===== config.mk =====
export PLATFORM = sky130hd
export DESIGN_NAME = security_fifo_sequencer
export DESIGN_NICKNAME = d
export VERILOG_FILES = /design/src/rtl/security_fifo_sequencer.sv
export SDC_FILE = /design/constraint.sdc
export NUM_CORES = 1
export LEC_CHECK = 0
export BUFFER_PORTS_ARGS = -buffer_cell sky130_fd_sc_hd__clkbuf_2
export CORE_MARGIN = 2
export CORE_UTILIZATION = 25
export CTS_BUF_LIST = sky130_fd_sc_hd__clkbuf_16
export CTS_CLUSTER_DIAMETER = 200
export DETAILED_ROUTE_END_ITERATION = 10
export HOLD_SLACK_MARGIN = 0.12
export PLACE_DENSITY_LB_ADDON = 0.08
export SLEW_MARGIN = 5
export SYNTH_ARGS = -nofsm -noshare
export SYNTH_HDL_FRONTEND = slang
export SYNTH_SLANG_ARGS = --single-unit

===== constraint.sdc =====
create_clock -name clk -period 2.45 [get_ports clk]
set_input_delay 0.1225 -clock clk [delete_from_list [all_inputs] [get_ports clk]]
set_output_delay 0.1225 -clock clk [all_outputs]
set_load 0.02 [all_outputs]

===== src/rtl/security_fifo_sequencer.sv =====
// Strobe sequencer for the three-FIFO security datapath: load FIFO2 from the host,
// move FIFO2->FIFO1->FIFO3, then drain FIFO3 to the host. Control only; no data path.
module security_fifo_sequencer #(
  parameter int DEPTH    = 8,
  parameter int CNT_W    = 4,
  parameter int XFER_LAT = 1
) (
  input  logic             clk,
  input  logic             rst,
  input  logic             start,
  input  logic [CNT_W-1:0] len,
  input  logic             abort,
  input  logic             in_valid,
  output logic             in_ready,
  input  logic             out_ready,
  output logic             out_strobe,
  output logic             wr1,
  output logic             rd1,
  output logic             wr2,
  output logic             rd2,
  output logic             wr3,
  output logic             rd3,
  output logic             busy,
  output logic             done,
  output logic             err
);

  localparam int PH_W = (XFER_LAT < 2) ? 1 : $clog2(XFER_LAT + 1);
  localparam logic [PH_W-1:0]  PH_ZERO = {PH_W{1'b0}};
  localparam logic [PH_W-1:0]  PH_ONE  = PH_W'(1);
  localparam logic [PH_W-1:0]  PH_LAST = PH_W'(XFER_LAT);
  localparam logic [CNT_W-1:0] CNT_ZERO = {CNT_W{1'b0}};
  localparam logic [CNT_W-1:0] CNT_ONE  = CNT_W'(1);
  localparam logic [CNT_W-1:0] CNT_MAX  = CNT_W'(DEPTH);

  typedef enum logic [2:0] {
    IDLE  = 3'd0,
    LOAD  = 3'd1,
    S1    = 3'd2,
    S2    = 3'd3,
    DRAIN = 3'd4,
    FIN   = 3'd5
  } state_t;

  state_t               state_r, state_nxt_s;
  logic [CNT_W-1:0]     len_r, len_nxt_s;
  logic [CNT_W-1:0]     cnt_r, cnt_nxt_s;
  logic [PH_W-1:0]      ph_r, ph_nxt_s;
  logic [XFER_LAT-1:0]  os_sr_r, os_nxt_s;
  logic                 last_word_s;
  logic                 done_nxt_s, err_nxt_s;

  // Unregistered handshake decodes
  assign in_ready   = (state_r == LOAD);
  assign wr2        = in_ready & in_valid;
  assign rd3        = (state_r == DRAIN) & out_ready & (cnt_r < len_r);
  assign out_strobe = os_sr_r[XFER_LAT-1];
  assign last_word_s = ((cnt_r + CNT_ONE) == len_r);

  // Next-state, counter, phase and out_strobe pipeline decode
  always_comb begin
    state_nxt_s = state_r;
    len_nxt_s   = len_r;
    cnt_nxt_s   = cnt_r;
    ph_nxt_s    = ph_r;
    done_nxt_s  = 1'b0;
    err_nxt_s   = 1'b0;
    os_nxt_s    = os_sr_r << 1;
    os_nxt_s[0] = rd3;
    case (state_r)
      IDLE: begin
        if (start && (len != CNT_ZERO) && (len <= CNT_MAX)) begin
          state_nxt_s = LOAD;
          len_nxt_s   = len;
          cnt_nxt_s   = CNT_ZERO;
        end else if (start) begin
          err_nxt_s = 1'b1;
        end else begin
          state_nxt_s = IDLE;
        end
      end
      LOAD: begin
        if (wr2 && last_word_s) begin
          state_nxt_s = S1;
          cnt_nxt_s   = CNT_ZERO;
          ph_nxt_s    = PH_ZERO;
        end else if (wr2) begin
          cnt_nxt_s = cnt_r + CNT_ONE;
        end else begin
          cnt_nxt_s = cnt_r;
        end
      end
      // Each word takes XFER_LAT+1 cycles: rd at phase 0, wr at phase XFER_LAT
      S1, S2: begin
        if (ph_r == PH_LAST) begin
          ph_nxt_s = PH_ZERO;
          if (last_word_s) begin
            state_nxt_s = (state_r == S1) ? S2 : DRAIN;
            cnt_nxt_s   = CNT_ZERO;
          end else begin
            cnt_nxt_s = cnt_r + CNT_ONE;
          end
        end else begin
          ph_nxt_s = ph_r + PH_ONE;
        end
      end
      DRAIN: begin
        if (rd3) begin
          cnt_nxt_s = cnt_r + CNT_ONE;
        end else begin
          cnt_nxt_s = cnt_r;
        end
        if ((cnt_nxt_s == len_r) && (os_nxt_s == {XFER_LAT{1'b0}})) begin
          state_nxt_s = FIN;
          done_nxt_s  = 1'b1;
        end else begin
          state_nxt_s = DRAIN;
        end
      end
      FIN: begin
        state_nxt_s = IDLE;
      end
      default: begin
        state_nxt_s = IDLE;
      end
    endcase
    if (abort && (state_r != IDLE)) begin
      state_nxt_s = IDLE;
      cnt_nxt_s   = CNT_ZERO;
      ph_nxt_s    = PH_ZERO;
      os_nxt_s    = {XFER_LAT{1'b0}};
      done_nxt_s  = 1'b0;
    end else begin
      os_nxt_s = os_nxt_s;
    end
  end

  // State, counters and registered strobes
  always_ff @(posedge clk or posedge rst) begin
    if (rst) begin
      state_r <= IDLE;
      len_r   <= CNT_ZERO;
      cnt_r   <= CNT_ZERO;
      ph_r    <= PH_ZERO;
      os_sr_r <= {XFER_LAT{1'b0}};
      rd2     <= 1'b0;
      wr1     <= 1'b0;
      rd1     <= 1'b0;
      wr3     <= 1'b0;
      busy    <= 1'b0;
      done    <= 1'b0;
      err     <= 1'b0;
    end else begin
      state_r <= state_nxt_s;
      len_r   <= len_nxt_s;
      cnt_r   <= cnt_nxt_s;
      ph_r    <= ph_nxt_s;
      os_sr_r <= os_nxt_s;
      rd2     <= (state_nxt_s == S1) && (ph_nxt_s == PH_ZERO);
      wr1     <= (state_nxt_s == S1) && (ph_nxt_s == PH_LAST);
      rd1     <= (state_nxt_s == S2) && (ph_nxt_s == PH_ZERO);
      wr3     <= (state_nxt_s == S2) && (ph_nxt_s == PH_LAST);
      busy    <= (state_nxt_s != IDLE);
      done    <= done_nxt_s;
      err     <= err_nxt_s;
    end
  end

endmodule


==> metrics, run 1 <==
most frequent cells after synthesis dfrtp_1 (20), inv_1 (13), nor2_1 (11); HP Class in2reg; worst setup slack after layout ~230 ps; dominant cell by count in the synthesized netlist dfrtp_1; endpoints failing hold 0; TritonRoute pass-1 iters 4; Rows 25; Setup-failing EPs final 0; # nets final between 150 and 200; H-Tree Depth 1; synth unique cells 37; Placer Congestion between 0.7 and 0.8; initial antenna violation count 0; largest net degree at the start of global routing 21; RSZ-0062 raised after global routing false; initial DRC count 57; FILL cells between 400 and 500; cells after synthesis 130; yosys warns 0; CP Capture Type flip-flop; Clock Sinks 20; number of CTS-inserted buffers 3; leading area contributor after synthesis dfrtp_1; critical-path maximum fanout 6; Max-cap violations 0; die footprint approximately 5400 um^2; CP Cell Sequence ha_1 -> xor3_1 -> nor3_4 -> and2_1 -> nor3_1 -> o31a_1 -> mux2_2; Die H 73.75 um; Clock Pin Slew Worst Setup and Hold Paths 60 ps; Yosys top cell area share 0.4115; routed vias 1027; Clock Skews between 2 and 2.5 ps; Core Box Area 4692 um^2; EDFF count, synth 0; clk_lat worst skew about 250 ps; # IOs 21; ranking of synthesized cells by area dfrtp_1 (41%), ha_1 (5.1%), mux2_2 (4.6%); slowest stage delay, CP about 450 ps; top_reg_cell synth dfrtp_1; WL per Instance between 10 and 15 um; PostCTS Resize Cnt 0; starting density of the core 0.2592; async set-or-reset flop fraction in the synthesized netlist 1.000; FMAX roughly 450 MHz; multi-input logic area about 660 um^2; Worst-Margin Slew around 780 ps; Routed Antenna Nets 0; CP arrival around 2400 ps; slew margin rel. 0.4797; DPL Wire Length 2.298 mm; Area Growth Syn to Fin 23.77%; PortBufs 20; Worst Setup Start Kind flip-flop; WS Path Type reg2reg; Worst path slowest cell dfrtp_1; register area 500.5 um^2; Post-Route WL 2.905 mm; Final period util 0.9056; final setup TNS 0 ps; mapped cell area ~1200 um^2; CTS tree built; Tmin final 2219 ps; clk buf depth 2; part of the Yosys area used for sequential elements 0.4115; grt total ovfl 0; GRT Overall Usage 0.1244; share of layout cells above drive strength 1 0.2129; dpl ws 261.9 ps; worst vdd ir 631.6 uV; Slew Limit Fails 0; DR vias/cell around 5; antenna cells 0; status complete, no violations; static leakage approximately 0.73 nW; chip width around 74 um; PwrDens around 1200 nW/um^2; vias in the first global route 1048; Yosys reg bits 20; first-pass GRT wire length around 5 mm; Worst EP required about 2600 ps; drt drc 0; Root Buffer Master clkbuf_16; Synth Area per Inst about 9.4 um^2; syn nets approximately 150; Hold Slack 119.0 ps
final cells by class:
cell class,instances,share of cell area
multi-input cells,96,0.4406
clock buffers,3,0.04988
repair buffers,22,0.07980
well taps,54,0.04489
inverters,13,0.03242
flip-flops and latches,20,0.3325
clock inverters,1,0.01995
metal layers:
layer | global-route usage | wire [um] | up-vias | share of wire
met3 | 0.03429 | 96 | 2 | 0.033
met4 | 0.03636 | 29 | 0 | 0.010
met2 | 0.2133 | 1430 | 16 | 0.49
met1 | 0.1514 | 1348 | 497 | 0.46
li1 | - | - | 512 | -
met5 | 0 | 0 | - | 0
cell families after synthesis:
group / Yosys count / synth area share
DFF: 20 / 0.4115
adders and majority gates: 6 / 0.05967
and+or+nand+nor: 47 / 0.2068
buffers and inverters: 14 / 0.04321
xor gates and xnor gates: 7 / 0.06275
muxes: 6 / 0.05452
AOI/OAI and AO/OA: 30 / 0.1615
power by group:
part           internal (mW)  switching, mW  total, mW
Clock                  0.324          0.129      0.453
Combinational          0.333          0.451      0.784
Sequential             0.416         0.0973      0.514
worst max-delay path, delay by kind of cell (launching register included):
kind | cells | cell delay (ps)
simple gates | 3 | 550
fa+ha+maj | 1 | 220
mux | 1 | 280
xor+xnor | 1 | 260
compound gates | 1 | 360
flops | 1 | 450
timing repair:
| item | 4_1_cts | 5_1_grt |
|---|---|---|
| buffers inserted | 0 | 0 |
| hold buffers | 2 | 0 |
| endpoints found under the hold margin | 21 | 0 |
sequential cells by signal (all words and copies together), names as in the netlist:
| name | count |
|---|---|
| cnt_r | 4 |
| len_r | 4 |
| state_r | 3 |
| busy | 1 |
| done | 1 |
| err | 1 |
| out_strobe | 1 |
| ph_r | 1 |
| rd1 | 1 |
| rd2 | 1 |
| wr1 | 1 |
| wr3 | 1 |
stage by stage:
step	cells	area, um^2	power (mW)	util
6_report	209	1505	1.750	0.3208
5_1_grt	209	1505	1.911	0.3208
4_1_cts	209	1505	1.775	0.3208
3_5_place_dp	203	1380	1.312	0.2941
3_3_place_gp	203	1380	1.317	0.2941
2_1_floorplan	130	1216	1.109	-
path summary, 6_finish.rpt:
check                      startpoint       end  slack, ps  depth (start not counted)
max                          cnt_r[1]  cnt_r[0]        230                          7
min                            len[0]  len_r[0]        120                          2
max reg2reg                  cnt_r[1]  cnt_r[0]        230                          7
min reg2reg                  len_r[3]  len_r[3]        570                          1
max in group asynchronous         rst      busy       1420                          3
min in group asynchronous         rst  len_r[3]        550                          3
cell usage in the layout, fill, tap and decap left out, drive strengths merged, types with 4 or more instances in the layout:
master	n
dfrtp	20
a31oi	4
inv	13
a21oi	7
nand3	4
xnor2	4
o21ai	6
nor3	8
clkbuf	23
ha	5
nand2	6
nor2	11
mux2	5
Note: power is estimated with default switching activity, not from simulation.
==> run 2, diff against run 1 <==
- MAX_ROUTING_LAYER: unset -> met4
- PLACE_DENSITY: unset -> 0.53
- PLACE_DENSITY_LB_ADDON: 0.08 -> unset
==> run 2 against run 1 <==
  * Non-clock buffer count increased by 3
  * Worst setup slack improved by 45 ps
  * Sequential power down 3%
  * Largest cell class unchanged
  * Worst hold slack better by 13 ps
==> metrics, run 2 (synthesis results as in run 1) <==
status complete, no violations; largest net degree at the start of global routing 21; endpoints failing hold 0; HP Class in2reg; final setup TNS 0 ps; Largest regs cnt_r (4), len_r (4), state_r (3); Routed Antenna Nets 0; DPL Wire Length about 2.1 mm; H-Tree Depth 1; Slew Limit Fails 0; drt drc 0; # nets final around 170; Hold Slack approximately 130 ps; Worst-Margin Slew between 700 and 800 ps; PortBufs 20; PostCTS Resize Cnt 0; GRT Overall Usage 0.1138; number of CTS-inserted buffers 3; CP top delay family simple AND/OR/NAND/NOR gates; Setup-failing EPs final 0; worst path bufs/invs 0; WS Path Type reg2reg; FMAX around 460 MHz; die footprint between 5000 and 6000 um^2; Area Growth Syn to Fin 26.03%; HP Start len[3]; critical-path maximum fanout 6; Final period util 0.8873; Worst path slowest cell dfrtp_1; clk_lat worst skew between 200 and 300 ps; CTS tree built; chip width roughly 74 um; Max-cap violations 0; FILL cells between 500 and 600; initial antenna violation count 0; initial DRC count between 40 and 50; CP Capture Type flip-flop; grt total ovfl 0; final non-filler cell total around 210; CP Cell Sequence ha_1 -> xor3_1 -> nor3_4 -> and2_1 -> nor3_1 -> o31a_1 -> mux2_2; clk buf depth 2; first-pass GRT wire length 4.547 mm; Rows 25; Worst R2R Start cnt_r[1]; Placer Congestion slightly above 0.8; share of layout cells above drive strength 1 0.2152; starting density of the core 0.2592; CP arrival roughly 2300 ps; Clock Pin Slew Worst Setup and Hold Paths about 60 ps; slew margin rel. 0.5051; crit path launch cnt_r[1]; Root Buffer Master clkbuf_16; vias in the first global route a little over 1000; Clock Sinks 20; Final Util 0.3267; Die H 73.75 um; static leakage 0.7482 nW; routed vias between 1000 and 1500; antenna cells 0; PwrDens around 1100 nW/um^2; RSZ-0062 raised after global routing false; Post-Route WL between 2 and 3 mm; worst vdd ir 463.0 uV; DP Cell Count 204; # IOs 21; Core Box Area about 4700 um^2; commonest non-fill, non-tap cells in the layout dfrtp_1 (20), clkbuf_2 (20), inv_1 (13); Worst Setup Start Kind flip-flop; WL per Instance roughly 12 um; Tmin final around 2200 ps; register area about 500 um^2; multi-input logic area between 600 and 700 um^2; TritonRoute pass-1 iters 4; DR vias/cell around 4.8; Clock Skews roughly 3.8 ps; Worst EP required between 2000 and 3000 ps; slowest stage delay, CP 440 ps
-- run 2: changes by cell type in the layout (fill, tap and decap cells not counted) --
| cell | before | now |
|---|---|---|
| dlygate4sd3_1 | 2 | 4 |
| buf_4 | 0 | 1 |
-- run 2: metal layers --
layer | wire, um | track usage | vias to the layer above
met5 | 0 | - | -
met4 | 43 | 0.04444 | 0
met3 | 143 | 0.03429 | 5
met2 | 1257 | 0.1776 | 22
met1 | 1197 | 0.1372 | 477
li1 | - | - | 514
-- run 2: worst paths after layout --
kind | slack (ps) | endpoint | depth (start not counted)
worst max-delay path | 280 | cnt_r[0] | 7
worst min-delay path | 130 | len_r[3] | 2
worst max register to register | 280 | cnt_r[0] | 7
worst min register to register | 560 | len_r[3] | 1
max in group asynchronous | 1450 | rd1 | 3
min in group asynchronous | 530 | len_r[3] | 3
-- run 2: cell type report --
class | instances | area share
clock buffers | 3 | 0.04898
well taps | 54 | 0.04408
clock inverters | 1 | 0.01959
multi-input cells | 96 | 0.4327
flip-flops and latches | 20 | 0.3265
repair buffers | 25 | 0.09633
inverters | 13 | 0.03184
-- run 2: timing repair --
action,CTS,global route
hold buffers,4,0
setup buffers,0,0
endpoints found under the setup margin,0,0
endpoints found under the hold margin,23,0
-- run 2: stage by stage --
| step | worst slack [ps] | total power, mW | cell area [um^2] |
|---|---|---|---|
| after floorplan | 459.7 | 1.109 | 1216 |
| after global placement | 323.5 | 1.315 | 1388 |
| after detailed placement | 282.2 | 1.306 | 1388 |
| after CTS | 267.8 | 1.767 | 1533 |
| after global routing | 99.93 | 1.901 | 1533 |
| final | 276.2 | 1.744 | 1533 |
-- run 2: power breakdown --
part           internal [mW]  total, mW  switching [mW]
Clock                  0.324      0.446           0.121
Combinational          0.345      0.801           0.456
Sequential             0.417      0.498          0.0806
Total                   1.09       1.74           0.658
